===== src/rtl/ram_axi_request.sv =====
// CPU-side external RAM request initiator: byte read/write strobes become AXI4-Lite
// master transactions. A read is held behind an outstanding write to keep RAW ordering.
module ram_axi_request #(
  parameter int unsigned               ADDR_WIDTH     = 21,
  parameter int unsigned               AXI_ADDR_WIDTH = 32,
  parameter logic [AXI_ADDR_WIDTH-1:0] BASE_ADDR      = 32'h0000_0000
) (
  input  logic                      clk_peripheral_n,
  input  logic                      reset_n,
  input  logic [ADDR_WIDTH-1:0]     addr_i,
  input  logic [7:0]                data_i,
  input  logic                      rd_req_i,
  input  logic                      wr_req_i,
  output logic [7:0]                data_o,
  output logic                      aw_ready,
  output logic                      ar_ready,
  output logic [1:0]                err_o,
  output logic [AXI_ADDR_WIDTH-1:0] m_axi_awaddr,
  output logic                      m_axi_awvalid,
  input  logic                      m_axi_awready,
  output logic [31:0]               m_axi_wdata,
  output logic [3:0]                m_axi_wstrb,
  output logic                      m_axi_wvalid,
  input  logic                      m_axi_wready,
  input  logic [1:0]                m_axi_bresp,
  input  logic                      m_axi_bvalid,
  output logic                      m_axi_bready,
  output logic [AXI_ADDR_WIDTH-1:0] m_axi_araddr,
  output logic                      m_axi_arvalid,
  input  logic                      m_axi_arready,
  input  logic [31:0]               m_axi_rdata,
  input  logic [1:0]                m_axi_rresp,
  input  logic                      m_axi_rvalid,
  output logic                      m_axi_rready
);

  typedef enum logic [1:0] {WIdle, WReq, WResp} w_state_e;
  typedef enum logic [1:0] {RIdle, RHold, RAddr, RData} r_state_e;

  w_state_e                  w_state_q, w_state_d;
  r_state_e                  r_state_q, r_state_d;
  logic [AXI_ADDR_WIDTH-1:0] awaddr_q, awaddr_d;
  logic [31:0]               wdata_q, wdata_d;
  logic [3:0]                wstrb_q, wstrb_d;
  logic                      awvalid_q, awvalid_d;
  logic                      wvalid_q, wvalid_d;
  logic                      bready_q, bready_d;
  logic [AXI_ADDR_WIDTH-1:0] araddr_q, araddr_d;
  logic [1:0]                r_lane_q, r_lane_d;
  logic                      arvalid_q, arvalid_d;
  logic                      rready_q, rready_d;
  logic [7:0]                data_q, data_d;
  logic [1:0]                err_q, err_d;

  logic [AXI_ADDR_WIDTH-1:0] full_addr;
  logic [AXI_ADDR_WIDTH-1:0] word_addr;
  logic                      wr_ovr, rd_ovr, w_resp_err, r_resp_err;

  assign full_addr = BASE_ADDR + AXI_ADDR_WIDTH'(addr_i);
  assign word_addr = full_addr & ~(AXI_ADDR_WIDTH'(3));

  // Write channel
  always_comb begin
    w_state_d  = w_state_q;
    awaddr_d   = awaddr_q;
    wdata_d    = wdata_q;
    wstrb_d    = wstrb_q;
    awvalid_d  = awvalid_q;
    wvalid_d   = wvalid_q;
    bready_d   = bready_q;
    w_resp_err = 1'b0;
    wr_ovr     = wr_req_i && (w_state_q != WIdle);
    unique case (w_state_q)
      WIdle: begin
        if (wr_req_i) begin
          awaddr_d  = word_addr;
          wdata_d   = {4{data_i}};
          wstrb_d   = 4'(4'b0001 << addr_i[1:0]);
          awvalid_d = 1'b1;
          wvalid_d  = 1'b1;
          w_state_d = WReq;
        end
      end
      WReq: begin
        // AW and W accepts are tracked independently and may arrive in any order.
        if (m_axi_awready) awvalid_d = 1'b0;
        if (m_axi_wready)  wvalid_d  = 1'b0;
        if ((!awvalid_q || m_axi_awready) && (!wvalid_q || m_axi_wready)) begin
          bready_d  = 1'b1;
          w_state_d = WResp;
        end
      end
      WResp: begin
        if (m_axi_bvalid) begin
          bready_d   = 1'b0;
          w_resp_err = (m_axi_bresp != 2'b00);
          w_state_d  = WIdle;
        end
      end
      default: w_state_d = WIdle;
    endcase
  end

  // Read channel
  always_comb begin
    r_state_d  = r_state_q;
    araddr_d   = araddr_q;
    r_lane_d   = r_lane_q;
    arvalid_d  = arvalid_q;
    rready_d   = rready_q;
    data_d     = data_q;
    r_resp_err = 1'b0;
    rd_ovr     = rd_req_i && (r_state_q != RIdle);
    unique case (r_state_q)
      RIdle: begin
        if (rd_req_i) begin
          araddr_d = word_addr;
          r_lane_d = addr_i[1:0];
          if ((w_state_q != WIdle) || wr_req_i) begin
            r_state_d = RHold;
          end else begin
            arvalid_d = 1'b1;
            r_state_d = RAddr;
          end
        end
      end
      RHold: begin
        if (w_state_q == WIdle) begin
          arvalid_d = 1'b1;
          r_state_d = RAddr;
        end
      end
      RAddr: begin
        if (m_axi_arready) begin
          arvalid_d = 1'b0;
          rready_d  = 1'b1;
          r_state_d = RData;
        end
      end
      RData: begin
        if (m_axi_rvalid) begin
          data_d     = m_axi_rdata[8*r_lane_q +: 8];
          r_resp_err = (m_axi_rresp != 2'b00);
          rready_d   = 1'b0;
          r_state_d  = RIdle;
        end
      end
      default: r_state_d = RIdle;
    endcase
  end

  always_comb begin
    err_d = err_q | {wr_ovr | rd_ovr, w_resp_err | r_resp_err};
  end

  always_ff @(posedge clk_peripheral_n) begin
    if (!reset_n) begin
      w_state_q <= WIdle;
      r_state_q <= RIdle;
      awaddr_q  <= '0;
      wdata_q   <= '0;
      wstrb_q   <= '0;
      awvalid_q <= 1'b0;
      wvalid_q  <= 1'b0;
      bready_q  <= 1'b0;
      araddr_q  <= '0;
      r_lane_q  <= '0;
      arvalid_q <= 1'b0;
      rready_q  <= 1'b0;
      data_q    <= '0;
      err_q     <= '0;
    end else begin
      w_state_q <= w_state_d;
      r_state_q <= r_state_d;
      awaddr_q  <= awaddr_d;
      wdata_q   <= wdata_d;
      wstrb_q   <= wstrb_d;
      awvalid_q <= awvalid_d;
      wvalid_q  <= wvalid_d;
      bready_q  <= bready_d;
      araddr_q  <= araddr_d;
      r_lane_q  <= r_lane_d;
      arvalid_q <= arvalid_d;
      rready_q  <= rready_d;
      data_q    <= data_d;
      err_q     <= err_d;
    end
  end

  assign aw_ready      = (w_state_q == WIdle);
  assign ar_ready      = (r_state_q == RIdle);
  assign data_o        = data_q;
  assign err_o         = err_q;
  assign m_axi_awaddr  = awaddr_q;
  assign m_axi_awvalid = awvalid_q;
  assign m_axi_wdata   = wdata_q;
  assign m_axi_wstrb   = wstrb_q;
  assign m_axi_wvalid  = wvalid_q;
  assign m_axi_bready  = bready_q;
  assign m_axi_araddr  = araddr_q;
  assign m_axi_arvalid = arvalid_q;
  assign m_axi_rready  = rready_q;

endmodule


===== config.mk =====
export PLATFORM = sky130hd
export DESIGN_NAME = ram_axi_request
export DESIGN_NICKNAME = d
export VERILOG_FILES = /design/src/rtl/ram_axi_request.sv
export SDC_FILE = /design/constraint.sdc
export NUM_CORES = 1
export LEC_CHECK = 0
export ABC_AREA = 1
export BUFFER_PORTS_ARGS = -buffer_cell sky130_fd_sc_hd__buf_4
export CELL_PAD_IN_SITES_DETAIL_PLACEMENT = 0
export CELL_PAD_IN_SITES_GLOBAL_PLACEMENT = 1
export CORE_MARGIN = 4
export CORE_UTILIZATION = 30
export DETAILED_ROUTE_END_ITERATION = 10
export GPL_TIMING_DRIVEN = 0
export PLACE_DENSITY_LB_ADDON = 0.1
export SLEW_MARGIN = 20
export SYNTH_ARGS = -nofsm -noshare
export SYNTH_HDL_FRONTEND = slang
export SYNTH_SLANG_ARGS = --single-unit

===== constraint.sdc =====
create_clock -name clk_peripheral_n -period 1.5 [get_ports clk_peripheral_n]
set_input_delay 0.075 -clock clk_peripheral_n [delete_from_list [all_inputs] [get_ports clk_peripheral_n]]
set_output_delay 0.075 -clock clk_peripheral_n [all_outputs]
set_load 0.02 [all_outputs]

==> run summary, run 1 <==
Yosys warnings: 0
Die outline width: 115 um
HP Class: input pin to flip-flop
Die Span Y: 115 um
RSZ-0062 raised after global routing: true
Layout area overhead: 62.6%
Clk network pwr share: 32.8%
Combinational Power Share: 35.7%
Xor and xnor area share after synthesis: 0%
Post-Place Cells: 798
Synth cell types: 27
DRC: 0
Clk sinks: 71
Worst path top cell family by delay: simple AND/OR/NAND/NOR gates
Compound-gate portion of the synthesized area: 15.1%
Total global routing overflow: 0
Crit. Startpoint: r_state_q[0]
Crit path max-delay cell type: dfxtp_1
Fill cell count: 1095
Multi-input combinational cell area: 1440 um2
Layout Cells excl Fill: 841
GP Congestion: 0.713
Sw frac: 33.4%
Core outline area: 11000 um2
Setup violations, final: 0
Vias in the first global route: 3384
Total CTS buffers: 9
Final Net Count: 775
I/O pin cnt: 191
Critical path endpoint category: flip-flop
Worst Path Arrival: 1620 ps
#FFs+latches synth: 71
Netlist Area Pre-Place: 3420 um2
Worst R2R Start: r_state_q[0]
Sequential share of power: 31.5%
Switching pwr: 0.00250 W
Worst R2R End: r_state_q[0]
Fin. Hold Viols: 0
Hold path depth: 4
H-tree depth: 3
WL/cell: 12.8 um
Worst Hold End: w_state_q[1]
CP max stage delay: 390 ps
Skew final: 4.26 ps
Max FO, Critical Path: 5
Final wirelength: 10.7 mm
Port buffer count: 163
Worst skew pair latency: 330 ps
Layout cells sized above 1: 37.7%
Final Max Tran Viols: 0
R2R depth: 6
Clock slew at reported path FFs: 60 ps
CTS tree: built
Via count: 3534
# Max-Cap Violations: 0
Syn avg cell area: 7.27 um2
Buf/Inv on CP: 1
Setup WS pre-CTS: -200 ps
CP Cell Sequence: inv_2 -> ha_1 -> or2_2 -> and2_1 -> nand2_1 -> a21oi_1
Max clock buf depth: 2
Initial Util: 31.1%
Worst path required time: 1710 ps
Total Die Area: 13200 um2
Max VDD drop: 518 uV
Simple-Gate Fraction of Synth Area: 21.5%
Period Utilization, post-route: 94.2%
Minimum clock period: 1410 ps
Final setup margin: 86.8 ps
DRT antenna net count: 0
DR vias/cell: 4.20
Crit path launch type: flip-flop
Postcts setup bufs: 0
# diodes: 0
DRT iter0 DRCs: 156
Post-synthesis cell count: 470
Status: finished, final reports clean
Peak Freq: 708 MHz
Global-route wire length before repair: 16.8 mm
Row count: 38
CTS Root Cell: clkbuf_16
Register area: 1420 um2
Tot GR Track Use: 16.1%
Detailed Place HPWL: 8.23 mm
Largest family of logic cells by synthesized area: simple AND/OR/NAND/NOR gates
Post-synthesis sequential area ratio: 41.6%
Pwr dens: 1350 nW/um2
P_leak: 2.86 nW
R2r setup slk: 90 ps
Setup CP Type: flip-flop to flip-flop
Synth Area in Adders: 1.83%
Mux contribution to synthesized area: 0%
Hold_sp: m_axi_bvalid
Largest net degree at the start of global routing: 14
Pre-antenna DRT Iters: 4
Int Pwr: 0.00499 W
Initial antenna violation count: 0
[metal layers]
metal  vias up  global-route usage [%]  part of all wire, %
met1      1535                    20.9                   44
li1       1862                       -                    -
met3        11                    4.60                  8.6
met4         0                    4.85                  1.2
met2       126                    26.0                   47
met5         -                       0                    0
[registers in the layout, indices dropped and copies added, names as in the netlist]
register / cells
err_o: 2
m_axi_rready: 1
m_axi_arvalid: 1
m_axi_awaddr: 19
m_axi_awvalid: 1
m_axi_wdata: 8
m_axi_wvalid: 1
m_axi_araddr: 19
w_state_q: 2
m_axi_wstrb: 4
r_lane_q: 2
r_state_q: 2
data_o: 8
m_axi_bready: 1
[per-stage QoR]
step	setup TNS (ps)	total power, W	utilization (%)	area, um2	hold WS [ps]
2_1_floorplan	0	0.00398	-	3510	210
6_report	0	0.00750	50.6	5560	32.5
4_1_cts	0	0.00755	50.4	5540	22.7
3_5_place_dp	-3040	0.00498	44.7	4910	304
3_3_place_gp	-2510	0.00495	44.7	4910	297
5_1_grt	-13.0	0.00797	50.6	5560	47.0
[cells in the mapped netlist]
cell type / number / share of area, %
dfxtp_1: 71 / 42
nand3_1: 8 / 1.2
a21oi_1: 14 / 2.1
clkinv_1: 1 / 0.11
o211ai_1: 10 / 2.2
buf_6: 8 / 2.6
a21oi_2: 1 / 0.26
nor3_1: 1 / 0.15
o21ai_0: 69 / 10
or2_2: 3 / 0.55
ha_1: 5 / 1.8
inv_2: 5 / 0.55
inv_4: 1 / 0.18
clkbuf_2: 1 / 0.15
nor2_4: 1 / 0.33
clkbuf_1: 7 / 0.77
a31oi_1: 1 / 0.18
nand4_1: 1 / 0.18
conb_1: 1 / 0.11
buf_2: 2 / 0.29
and2_1: 1 / 0.18
nand2_2: 1 / 0.18
buf_4: 54 / 12
inv_1: 30 / 3.3
o21ai_1: 2 / 0.29
nor2_1: 142 / 16
nand2_1: 29 / 3.2
[timing repair]
| item | CTS | global route |
|---|---|---|
| endpoints found under the setup margin | 21 | 11 |
| endpoints found under the hold margin | 27 | 0 |
| hold buffers | 27 | 0 |
| gates resized for setup | 6 | 6 |
[power groups by stage]
| stage | Sequential (W) | Clock, W | Combinational, W |
|---|---|---|---|
| 3_5_place_dp | 0.00240 | 0 | 0.00257 |
| 2_1_floorplan | 0.00268 | 0 | 0.00130 |
| 5_1_grt | 0.00241 | 0.00260 | 0.00296 |
| 4_1_cts | 0.00236 | 0.00252 | 0.00267 |
| 3_3_place_gp | 0.00240 | 0 | 0.00255 |
| 6_report | 0.00236 | 0.00246 | 0.00268 |
[how the worst max path moves through the flow]
stage	to	slack, ps	cells past startpoint
2_1_floorplan	r_state_q[1]	100	9
3_3_place_gp	m_axi_araddr[20]	-170	6
3_5_place_dp	m_axi_araddr[19]	-200	6
4_1_cts	r_state_q[1]	30	9
5_1_grt	err_o[0]	-10	6
6_report	r_state_q[0]	90	6
[final cells by class]
class	count	area share (%)
buffer	72	9.71
clock buffer	9	4.05
clock inverter	7	2.18
inverter	37	2.61
multi-input combinational	315	25.8
sequential	71	25.6
tap	140	3.15
timing repair buffer	190	26.9
[worst min-delay path, stage by stage]
cell and delay [ps]:
buf_4 90, inv_1 40, nand2_1 60, a21oi_1 50
[kinds of logic after synthesis]
| logic type | Yosys count |
|---|---|
| AO/OA/AOI/OAI | 97 |
| adder cells (fa/ha/maj) | 5 |
| buffers and inverters | 109 |
| flip-flops | 71 |
| other | 1 |
| AND/OR/NAND/NOR | 187 |
[cells in the final DEF (no fill, tap or decap)]
master,n
o211ai_1,10
inv_4,2
o21ai_1,3
and2_1,1
buf_2,2
a21oi_1,13
buf_4,217
nand2_2,1
clkbuf_2,3
ha_1,4
nand3_1,8
nand2_1,28
buf_6,8
nand2_4,1
a31oi_1,1
nor2_1,142
clkinv_2,2
nand4_1,1
dlygate4sd3_1,27
conb_1,26
nor2_4,1
clkbuf_16,9
ha_4,1
a21oi_2,2
o21ai_0,68
dfxtp_1,71
clkbuf_1,5
clkinv_4,3
inv_2,6
inv_1,28
or2_2,3
bufinv_16,3
nor3_1,1
(Power assumes the default switching activity.)
==> inputs of run 2 (changes only) <==
--- a/config.mk
+++ b/config.mk
@@ -10,7 +10,7 @@
 export CELL_PAD_IN_SITES_DETAIL_PLACEMENT = 0
 export CELL_PAD_IN_SITES_GLOBAL_PLACEMENT = 1
 export CORE_MARGIN = 4
-export CORE_UTILIZATION = 30
+export CORE_UTILIZATION = 27
 export DETAILED_ROUTE_END_ITERATION = 10
 export GPL_TIMING_DRIVEN = 0
 export PLACE_DENSITY_LB_ADDON = 0.1
==> constraint.sdc (replaced) <==
create_clock -name clk_peripheral_n -period 1.2 [get_ports clk_peripheral_n]
set_input_delay 0.06 -clock clk_peripheral_n [delete_from_list [all_inputs] [get_ports clk_peripheral_n]]
set_output_delay 0.06 -clock clk_peripheral_n [all_outputs]
set_load 0.02 [all_outputs]
==> run 2 against run 1 <==
- the run now ends with negative setup slack left
- combinational power grew 63%
- worst setup slack lost 140 ps
- register-to-register slack lost 140 ps
- critical path depth shrank 2
- sequential share of layout area shrank 2.6 points
- critical endpoint is now ar_ready
- highest routed layer unchanged
==> run summary, run 2 (synthesis results as in run 1) <==
R2R depth: 9 (+3)
Worst Path Arrival: 1200 ps (-420 ps)
Minimum clock period: 1260 ps
Clk sinks: 71 (unchanged)
Period Utilization, post-route: 105%
Final wirelength: 11.6 mm (+7.7%)
Metal3 WL: 848 um (-8.3%)
Critical path endpoint category: output port
RSZ-0062 raised after global routing: true
Worst path required time: 1140 ps (-570 ps)
Top Metal Used: met4
P_leak: 3.07 nW (+7.4%)
Max clock buf depth: 2 (unchanged)
Largest net degree at the start of global routing: 19 (+5)
DR vias/cell: 4.17 (-0.80%)
DRC: 0 (unchanged)
Via count: 3710 (+5.0%)
Setup violations, final: 15 (+15)
Total Die Area: 14500 um2 (+10%)
Status: finished with violations
Pre-antenna DRT Iters: 5 (+1)
Detailed Place HPWL: 8.28 mm (+0.58%)
CTS tree: built
DRT iter0 DRCs: 162 (+3.8%)
HP Class: input pin to flip-flop
Clock slew at reported path FFs: 60 ps (about the same)
Hold path depth: 3 (-1)
Worst skew pair latency: 330 ps (about the same)
Die outline width: 120 um (+5.0%)
Peak Freq: 795 MHz
WL met1: 5.09 mm (+8.9%)
Layout area overhead: 82.6%
WL/cell: 13.0 um (+1.7%)
Total CTS buffers: 9 (unchanged)
Initial antenna violation count: 0 (unchanged)
Pwr dens: 1690 nW/um2 (+26%)
Port buffer count: 163 (unchanged)
Final Net Count: 796 (+2.7%)
# Max-Cap Violations: 0 (unchanged)
# diodes: 0 (unchanged)
Failing checks: negative setup slack
Vias in the first global route: 3629 (+7.2%)
Global-route wire length before repair: 17.6 mm (+5.1%)
Layout cells sized above 1: 48.2% (+11 points)
CTS Root Cell: clkbuf_16
I/O pin cnt: 191 (unchanged)
Total global routing overflow: 0 (unchanged)
Max FO, Critical Path: 4 (-1)
Max VDD drop: 802 uV (+55%)
Crit path launch type: flip-flop
Fin. Hold Viols: 0 (unchanged)
Row count: 40 (+5.3%)
GP Congestion: 0.773 (+8.3%)
H-tree depth: 3 (unchanged)
Core outline area: 12200 um2 (+11%)
Commonest non-fill, non-tap cell in the layout: buf_4
Max-slew headroom: 51.8%
Routed wl met2: 5.50 mm (+9.5%)
Fin Hold WS: 26.2 ps (-6.29 ps)
Slew @ Worst Pin: 724 ps
Setup CP Type: flip-flop to output port
Skew final: 9.85 ps (+5.59 ps)
Final setup margin: -57.8 ps (-145 ps)
Initial Util: 28.0% (-3.1 points)
Fill cell count: 1234 (+13%)
DRT antenna net count: 0 (unchanged)
Most frequent cells in the layout: 221 x buf_4, 121 x nor2_1, 67 x dfxtp_1, 29 x dlygate4sd3_1
Final Max Tran Viols: 0 (unchanged)
Tot GR Track Use: 15.1% (-0.94 points)
Final setup TNS: -289 ps (-289 ps)
Die Span Y: 120 um (+5.0%)
==> run 2: changes by cell type in the layout (fill, tap and decap cells not counted), moves of 6 or more <==
cell | before | now
o21ai_2 | 0 | 26
nor2_1 | 142 | 121
o21ai_0 | 68 | 23
nor2_4 | 1 | 11
buf_6 | 8 | 14
buf_8 | 0 | 6
o21ai_1 | 3 | 22
nor2_2 | 0 | 11
==> run 2: cell type report <==
| type | count | area (um2) | area share, % |
|---|---|---|---|
| clock buffer | 10 | 239 | 3.83 |
| sequential | 71 | 1430 | 23.0 |
| clock inverter | 6 | 116 | 1.87 |
| timing repair inverter | 1 | 6.26 | 0.100 |
| multi-input combinational | 315 | 1710 | 27.4 |
| inverter | 37 | 179 | 2.87 |
| buffer | 70 | 569 | 9.13 |
| tap | 168 | 210 | 3.37 |
| timing repair buffer | 212 | 1770 | 28.4 |
==> run 2: report_power, final <==
part	internal, W	total, W	switching [W]
Clock	0.00210	0.00316	0.00106
Sequential	0.00275	0.00305	0.000306
Combinational	0.00210	0.00436	0.00226
==> run 2: critical path, stage by stage, from the launching register on <==
cell and delay [ps]:
dfxtp_4 390, inv_4 60, ha_4 190, buf_6 120
buf_6 120
==> run 2: worst paths after layout <==
path / from / endpoint / slack, ps
setup / recovery: r_state_q[1] / ar_ready / -60
hold reg to reg: m_axi_bready / m_axi_bready / 450
setup reg to reg: r_state_q[1] / r_state_q[1] / -50
hold / removal: addr_i[1] / r_lane_q[1] / 30
==> run 2: what timing repair did <==
action	CTS	global route
resized for setup	44	125
buffers inserted	7	9
cloned	2	3
setup endpoints to repair	65	65
pin swaps	4	29
hold buffers	29	0
endpoints found under the hold margin	46	0
==> run 2: per-layer routing <==
layer	track usage [%]	up-vias
met4	6.02	0
met1	19.1	1636
met5	0	-
li1	-	1917
met2	24.8	149
met3	3.70	8
==> run 2: through the flow <==
step / instances / power, W / setup slack, ps / utilization, % / instance area (um2)
floorplan: 495 / 0.00504 / -26.6 / - / 3530
global placement: 826 / 0.00627 / -382 / 40.7 / 4970
detailed placement: 826 / 0.00630 / -405 / 40.7 / 4970
CTS: 878 / 0.00990 / -65.7 / 47.5 / 5810
global route: 890 / 0.0112 / -120 / 51.1 / 6240
finish: 890 / 0.0106 / -57.8 / 51.1 / 6240
